--- src/rtl/byte_serializer_pkg.sv ---
// Shared constants and FSM state encoding for the byte serializer.
package byte_serializer_pkg;

    localparam int unsigned DEFAULT_WIDTH = 8;

    typedef enum logic {
        IDLE  = 1'b0,
        SHIFT = 1'b1
    } state_t;

endpackage

--- src/rtl/byte_hold_reg.sv ---
// Single-entry holding register that buffers the next byte while the shifter is busy.
module byte_hold_reg
    import byte_serializer_pkg::*;
#(
    parameter int unsigned WIDTH = DEFAULT_WIDTH
) (
    input  logic             clk,
    input  logic             reset,
    input  logic             load,
    input  logic             clear,
    input  logic [WIDTH-1:0] din,
    output logic [WIDTH-1:0] hold,
    output logic             hold_full
);

    // Load takes priority; load and clear are never requested together by the parent.
    always_ff @(posedge clk or posedge reset) begin
        if (reset) begin
            hold      <= '0;
            hold_full <= 1'b0;
        end else if (load) begin
            hold      <= din;
            hold_full <= 1'b1;
        end else if (clear) begin
            hold_full <= 1'b0;
        end
    end

endmodule

--- src/rtl/byte_serializer.sv ---
// Parallel-to-serial converter, MSB first, with a one-byte holding buffer for gapless streaming.
module byte_serializer
    import byte_serializer_pkg::*;
#(
    parameter int unsigned WIDTH = DEFAULT_WIDTH
) (
    input  logic             clk,
    input  logic             reset,
    input  logic [WIDTH-1:0] din,
    input  logic             din_valid,
    output logic             din_ready,
    output logic             sout,
    output logic             sout_valid,
    output logic             sout_last,
    output logic             busy
);

    localparam int unsigned CNT_W = (WIDTH > 1) ? $clog2(WIDTH) : 1;
    localparam logic [CNT_W-1:0] LAST_CNT = CNT_W'(WIDTH - 1);

    state_t             state_q;
    state_t             state_d;
    logic [WIDTH-1:0]   shreg_q;
    logic [WIDTH-1:0]   shreg_d;
    logic [CNT_W-1:0]   cnt_q;
    logic [CNT_W-1:0]   cnt_d;
    logic [WIDTH-1:0]   hold;
    logic               hold_full;
    logic               hold_full_d;
    logic               hold_load;
    logic               hold_clear;
    logic               accept;

    // Ready comes straight from the hold flag register, never from din_valid.
    assign din_ready = ~hold_full;
    assign accept    = din_valid & ~hold_full;

    byte_hold_reg #(
        .WIDTH (WIDTH)
    ) u_hold (
        .clk       (clk),
        .reset     (reset),
        .load      (hold_load),
        .clear     (hold_clear),
        .din       (din),
        .hold      (hold),
        .hold_full (hold_full)
    );

    // Next-state, shifter and hold-buffer control.
    always_comb begin
        state_d    = state_q;
        shreg_d    = shreg_q;
        cnt_d      = cnt_q;
        hold_load  = 1'b0;
        hold_clear = 1'b0;

        case (state_q)
            IDLE: begin
                if (hold_full) begin
                    shreg_d    = hold;
                    cnt_d      = '0;
                    hold_clear = 1'b1;
                    state_d    = SHIFT;
                end else if (accept) begin
                    shreg_d = din;
                    cnt_d   = '0;
                    state_d = SHIFT;
                end
            end
            SHIFT: begin
                hold_load = accept;
                shreg_d   = shreg_q << 1;
                cnt_d     = cnt_q + CNT_W'(1);
                if (cnt_q == LAST_CNT) begin
                    cnt_d = '0;
                    if (hold_full) begin
                        // Chain straight into the buffered byte so no idle bit is inserted.
                        shreg_d    = hold;
                        hold_clear = 1'b1;
                    end else begin
                        state_d = IDLE;
                    end
                end
            end
            default: begin
                state_d = IDLE;
            end
        endcase

        hold_full_d = hold_load | (hold_full & ~hold_clear);
    end

    // State register plus outputs registered from their next-cycle values.
    always_ff @(posedge clk or posedge reset) begin
        if (reset) begin
            state_q    <= IDLE;
            shreg_q    <= '0;
            cnt_q      <= '0;
            sout       <= 1'b0;
            sout_valid <= 1'b0;
            sout_last  <= 1'b0;
            busy       <= 1'b0;
        end else begin
            state_q    <= state_d;
            shreg_q    <= shreg_d;
            cnt_q      <= cnt_d;
            sout       <= (state_d == SHIFT) & shreg_d[WIDTH-1];
            sout_valid <= (state_d == SHIFT);
            sout_last  <= (state_d == SHIFT) & (cnt_d == LAST_CNT);
            busy       <= (state_d == SHIFT) | hold_full_d;
        end
    end

endmodule

--- config.mk ---
export PLATFORM = sky130hd
export DESIGN_NAME = byte_serializer
export DESIGN_NICKNAME = d
export VERILOG_FILES = /design/src/rtl/byte_serializer_pkg.sv /design/src/rtl/byte_hold_reg.sv /design/src/rtl/byte_serializer.sv
export SDC_FILE = /design/constraint.sdc
export NUM_CORES = 1
export LEC_CHECK = 0
export CAP_MARGIN = 20
export CELL_PAD_IN_SITES_DETAIL_PLACEMENT = 0
export CELL_PAD_IN_SITES_GLOBAL_PLACEMENT = 1
export CORE_ASPECT_RATIO = 1.1
export CORE_UTILIZATION = 40
export CTS_CLUSTER_DIAMETER = 200
export CTS_CLUSTER_SIZE = 28
export DETAILED_ROUTE_END_ITERATION = 8
export PLACE_DENSITY = 0.71
export SLEW_MARGIN = 20
export SYNTH_ARGS = -nofsm -noshare
export SYNTH_HDL_FRONTEND = slang
export SYNTH_SLANG_ARGS = --single-unit
--- constraint.sdc ---
create_clock -name clk -period 2.85 [get_ports clk]
set_input_delay 0.57 -clock clk [delete_from_list [all_inputs] [get_ports clk]]
set_output_delay 0.57 -clock clk [all_outputs]
set_load 0.03 [all_outputs]
==> results of run 1 <==
layer usage:
layer | track usage [%] | up-vias | part of all wire, %
met5 | 0 | - | 0
met4 | 6.77 | 0 | 0.84
met3 | 3.15 | 2 | 2.8
met2 | 23.7 | 11 | 44
met1 | 24.9 | 393 | 53
li1 | - | 383 | -
layout by cell type (no fill, tap or decap), types with 2 or more instances in the layout:
cell and count:
a211oi_1 6, a21oi_1 7, buf_4 2, clkbuf_4 3, clkdlybuf4s50_1 15, dfrtp_1 24
ha_1 3, inv_1 3, mux2_2 9, mux2i_1 9, nand2_1 8, nand2b_1 3
nand3_1 2, nor2_1 9, o21ai_0 3
kinds of logic (layout without fill, tap and decap cells):
kind of cell               after synthesis  after routing
AOI/OAI and AO/OA                       19             19
adders and majority gates                3              3
and+or+nand+nor                         28             28
muxes                                   18             18
buffers and inverters                    7             25
DFF                                     24             24
sequential cells by signal (all words and copies together) (netlist names):
| register | flops |
|---|---|
| shreg_q | 8 |
| sout_last | 1 |
| sout | 1 |
| cnt_q | 3 |
| u_hold.hold_full | 1 |
| busy | 1 |
| u_hold.hold | 8 |
| state_q | 1 |
how the worst max path moves through the flow:
stage | startpoint | slack, ps | depth (start not counted) | to
final | state_q$_DFF_PP0_ | 560 | 1 | sout_valid
after floorplan | cnt_q[0]$_DFF_PP0_ | 1340 | 5 | sout$_DFF_PP0_
after global routing | state_q$_DFF_PP0_ | 450 | 1 | sout_valid
after detailed placement | din_valid | 850 | 3 | u_hold.hold[4]$_DFFE_PP0P_
after global placement | din_valid | 880 | 3 | u_hold.hold[3]$_DFFE_PP0P_
after CTS | state_q$_DFF_PP0_ | 530 | 1 | sout_valid
layout make-up:
cell class / count / area (µm²) / area share, %
repair buffers: 17 / 165 / 12.1
flip-flops and latches: 24 / 601 / 44.0
well taps: 31 / 38.8 / 2.84
clock inverters: 1 / 30.0 / 2.20
inverters: 4 / 15.0 / 1.10
clock buffers: 3 / 22.5 / 1.65
multi-input cells: 68 / 494 / 36.2
report_power, final:
| group | internal [W] | leakage (nW) | switching, W | total (W) |
|---|---|---|---|---|
| Sequential | 0.000490 | 0.284 | 0.0000971 | 0.000587 |
| Clock | 0.000142 | 0.0279 | 0.000101 | 0.000243 |
| Combinational | 0.000249 | 0.298 | 0.000254 | 0.000502 |
| Total | 0.000881 | 0.610 | 0.000452 | 0.00133 |
stage by stage:
stage / setup WS (ps) / instance area, µm² / hold slack (ps) / std cells / utilization, %
2_1_floorplan: 1340 / 1130 / 479 / 99 / -
6_report: 560 / 1370 / 525 / 148 / 52.7
3_3_place_gp: 877 / 1310 / 488 / 144 / 50.7
3_5_place_dp: 848 / 1310 / 496 / 144 / 50.7
5_1_grt: 446 / 1370 / 546 / 148 / 52.7
4_1_cts: 527 / 1370 / 528 / 148 / 52.7
==> results.toml, run 1 <==
[clock_network]
cts_made_buffers = 3
cts-resized-gates = 0
clk_pin_slew_ps = 140
clockBufferDepth = 2
cts.sinks = 24
cts_tree = "done"
cts_root_buf = "clkbuf_4"
post-cts-setup-buffers = 0
htreeDepth = 1
hold_buffers = 0
insertion_delay_ps = 310

[placed_design]
dpl.hpwl_mm = 1.51
portBuffers = 15
globalplace.congestion = 0.686

[critical_path]
crit_fanout = 16
r2r_cells = 5
crit_path_end_kind = "output port"
r2r_start = "cnt_q[0]$_DFF_PP0_"
rr_endpoint = "sout$_DFF_PP0_"
cp_data_arrival_time_ps = 1720
rrSetupSlack_ps = 1090
cp_top_family = "buffers and inverters"
criticalPathCategory = "flop to output port"
crit_slowest_cell = "clkdlybuf4s50_1"
slowest_delay_ps = 760
worstPathCellList = "clkdlybuf4s50_1"
start_kind = "flop"
cp.required_ps = 2280
worst-path-buf-inv = 1

[synthesis]
async_flop_share_pct = 100
synth_xor_area_share_pct = 0
syn-num-nets = 113
synthCells = 99
ys.flop_type = "dfrtp_1"
synthesis.area_mm2 = 0.00113
synthSimpleGateAreaFrac_pct = 12.6
synthAdderAreaFrac_pct = 3.31
synth_compound_area_share_pct = 10.8
syn_area_per_cell_um2 = 11.5
yosys_warnings = 0
synth_top_area_share_pct = 53.0
synth_edf_count = 0
synth_area_leaders = "dfrtp_1 53%, mux2_2 8.9%, mux2i_1 7.9%"
ys_seq_elements = 24
ys_seq_area_share_pct = 53.0
synth_top_family_by_area = "multiplexers"
synthDistinctLibCells = 25
synth.mux.area_fraction_pct = 16.9
synth.top_cells.by_count = "24 x dfrtp_1, 9 x mux2_2, 9 x mux2i_1, 9 x nor2_1, 8 x nand2_1"
yosysMostFrequentCell = "dfrtp_1"
synth_top_area_cell = "dfrtp_1"

[grt]
grt_pass1_vias = 785
antenna_found_initial = 0
gr-total-overflow = 0
grt_use_total_pct = 16.7
grt_first_pass_wirelength_mm = 3.64
grt_start_max_net_pins = 25

[die]
row_count = 19
core_area_mm2 = 0.00259
start_util_pct = 43.7
die-area_mm2 = 0.00305
die_w_um = 52.8
io_pins = 16
die_h_um = 57.8

[sta]
slew_violations = 0
post-route-period-util_pct = 80.3
fin_crit_ps = 2290
fin_skew_ps = 8.50
timing.slew.headroom_pct = 65.6
fin_tns_setup_ps = 0
hold_viol = 0
final-setup-viol-count = 0
rsz0062_at_grt = "false"
worst-slew-pin-transition_ps = 514
max_freq_mhz = 437

[pwr]
power_density_mw_per_mm2 = 975
ir_worst_vdd_v = 0.000534
power_w = 0.00133
p_leak_nw = 0.610

[layout]
fin_nets = 132
nFillCells = 242
area_growth_pct = 20.5
drive_above_1_share_pct = 16.2
diodes = 0

[worst_hold_path]
hp-class = "flop to flop"
holdPathEnd = "u_hold.hold[3]$_DFFE_PP0P_"
hold_depth = 1
holdCritStartpoint = "u_hold.hold[3]$_DFFE_PP0P_"

[route]
totalWireLength_mm = 2.14
postRouteAntennaNets = 0
vias_per_cell = 5.33
drc_errors = 0
drt_iter0_drc = 18
routedWlPerCell_um = 14.5
vias = 789
first_pass_iters = 4

[run]
drv_cap = 0

[status]
status = "finished clean"
No activity file was read; power rests on OpenSTA's default activity.
==> inputs of run 2 (changes only) <==
Settings changed: CORE_UTILIZATION 40 to 38.
Clock period 2.85 ns to 2.1 ns, I/O delays scaled along.
==> run 2 against run 1 <==
Net effect:
- first-iteration DRC count fell by 11%
- register-to-register slack got worse by 690 ps
- design area is 2.4% higher
- worst setup slack got worse by 440 ps
- flip-flop and latch count did not move
- power is 37% higher
- clock skew is 5.9 ps higher
- worst hold slack got worse by 92 ps
- clock power is 37% higher
- cell count grew 4.1%
- non-clock buffer count grew 4
- largest cell class unchanged
- highest routed layer unchanged
==> results.toml, run 2 (synthesis results as in run 1) <==
[pwr]
switchingPower_w = 0.000610
clkPwrFrac_pct = 18.2
p_seq_share_pct = 43.0
combPwrFrac_pct = 38.8
power_density_mw_per_mm2 = 1300
ir_worst_vdd_v = 0.000751
p_leak_nw = 0.630
p_int_w = 0.00121
swShare_pct = 33.5

[critical_path]
r2r_cells = 5
criticalPathCategory = "flop to output port"
start_kind = "flop"
crit_path_end_kind = "output port"
rrSetupSlack_ps = 400
cp.required_ps = 1680
crit_fanout = 9
cp_data_arrival_time_ps = 1560

[status]
status = "finished clean"

[placed_design]
portBuffers = 15
post-place-ws_ps = 270
dpl.hpwl_mm = 1.50
globalplace.congestion = 0.783
place_inst = 150

[die]
die_w_um = 54.1
start_util_pct = 40.4
die_h_um = 59.3
die-area_mm2 = 0.00321
core_area_mm2 = 0.00280
io_pins = 16
row_count = 20

[route]
drc_errors = 0
drt_iter0_drc = 16
vias_per_cell = 5.03
vias = 774
routedWlPerCell_um = 13.7
postRouteAntennaNets = 0
first_pass_iters = 6
totalWireLength_mm = 2.11

[layout]
final_cell_mix = "24 x dfrtp_1, 15 x clkdlybuf4s50_1, 9 x mux2i_1, 9 x nor2_1, 9 x mux2_2"
fin_nets = 136
diodes = 0
reg_top3 = "shreg_q x8, u_hold.hold x8, cnt_q x3"
mostFrequentLayoutCell = "dfrtp_1"
layout.cells.non_filler = 154
area_growth_pct = 23.4
drive_above_1_share_pct = 19.0
final_util_pct = 49.9

[grt]
grt_use_total_pct = 15.2
grt_pass1_vias = 768
grt_first_pass_wirelength_mm = 3.55
antenna_found_initial = 0
gr-total-overflow = 0
grt_start_max_net_pins = 25

[clock_network]
hold_buffers = 0
insertion_delay_ps = 310
cts-resized-gates = 0
cts_root_buf = "clkbuf_4"
clk_pin_slew_ps = 140
cts_made_buffers = 3
htreeDepth = 1
post-cts-setup-buffers = 0
clockBufferDepth = 2
cts.sinks = 24
cts_tree = "done"

[sta]
worst-slew-pin-transition_ps = 361
final-setup-viol-count = 0
post-route-period-util_pct = 94.3
slew_violations = 0
fin_tns_setup_ps = 0
hold_viol = 0
fin_crit_ps = 1980
rsz0062_at_grt = "false"
worst_slack_ps = 120
timing.slew.headroom_pct = 76.0
fin_skew_ps = 14.5
max_freq_mhz = 505
whs_ps = 432

[run]
drv_cap = 0

[worst_hold_path]
hp-class = "input port to asynchronous set/reset pin"
## run 2: cell count changes in the layout (fill, tap and decap cells not counted)
cell   previous run  this run
buf_4             2         6
## run 2: stage by stage
| step | total power [W] | cell area (µm²) |
|---|---|---|
| finish | 0.00182 | 1400 |
| global route | 0.00196 | 1400 |
| CTS | 0.00184 | 1400 |
| detailed placement | 0.00151 | 1350 |
| global placement | 0.00149 | 1350 |
| floorplan | 0.00131 | 1130 |
## run 2: cell type report
type                       instances  area, µm²
clock buffer                       3       22.5
fill                             278       1400
timing repair buffer              21        195
multi-input combinational         68        494
clock inverter                     1       30.0
sequential                        24        601
tap                               33       41.3
inverter                           4       15.0
## run 2: final timing paths
path                                               from                          to
min in group clk             u_hold.hold[4]$_DFFE_PP0P_  u_hold.hold[4]$_DFFE_PP0P_
max in group asynchronous                         reset      shreg_q[6]$_DFFE_PP0P_
hold / removal                                    reset  u_hold.hold[6]$_DFFE_PP0P_
hold reg to reg              u_hold.hold[4]$_DFFE_PP0P_  u_hold.hold[4]$_DFFE_PP0P_
setup reg to reg                     cnt_q[0]$_DFF_PP0_              sout$_DFF_PP0_
setup / recovery           u_hold.hold_full$_DFFE_PP0P_                   din_ready
## run 2: critical path, cell delays in order (launching register included)
cell and delay, ps:
dfrtp_1 510, inv_2 90, clkdlybuf4s50_1 660
## run 2: power groups by stage
| stage | logic (W) | clock network, W | registers [W] |
|---|---|---|---|
| after floorplan | 0.000512 | 0 | 0.000795 |
| after global placement | 0.000698 | 0 | 0.000793 |
| after detailed placement | 0.000711 | 0 | 0.000796 |
| after CTS | 0.000714 | 0.000337 | 0.000786 |
| after global routing | 0.000795 | 0.000351 | 0.000809 |
| final | 0.000706 | 0.000332 | 0.000784 |
## run 2: per-layer routing
metal / track usage, % / vias to the layer above / share of wire (%)
li1: - / 393 / -
met1: 24.0 / 363 / 53
met3: 2.31 / 2 / 3.9
met4: 3.30 / 0 / 0.47
met2: 21.9 / 16 / 42
met5: 0 / - / 0
==> inputs of run 3 (changes only) <==
Settings changed: ABC_CLOCK_PERIOD_IN_PS set to 2100, CTS_CLUSTER_SIZE 28 to 40.
==> results of run 3 <==
Final layout, timing and power as in run 2 (identical DEF).
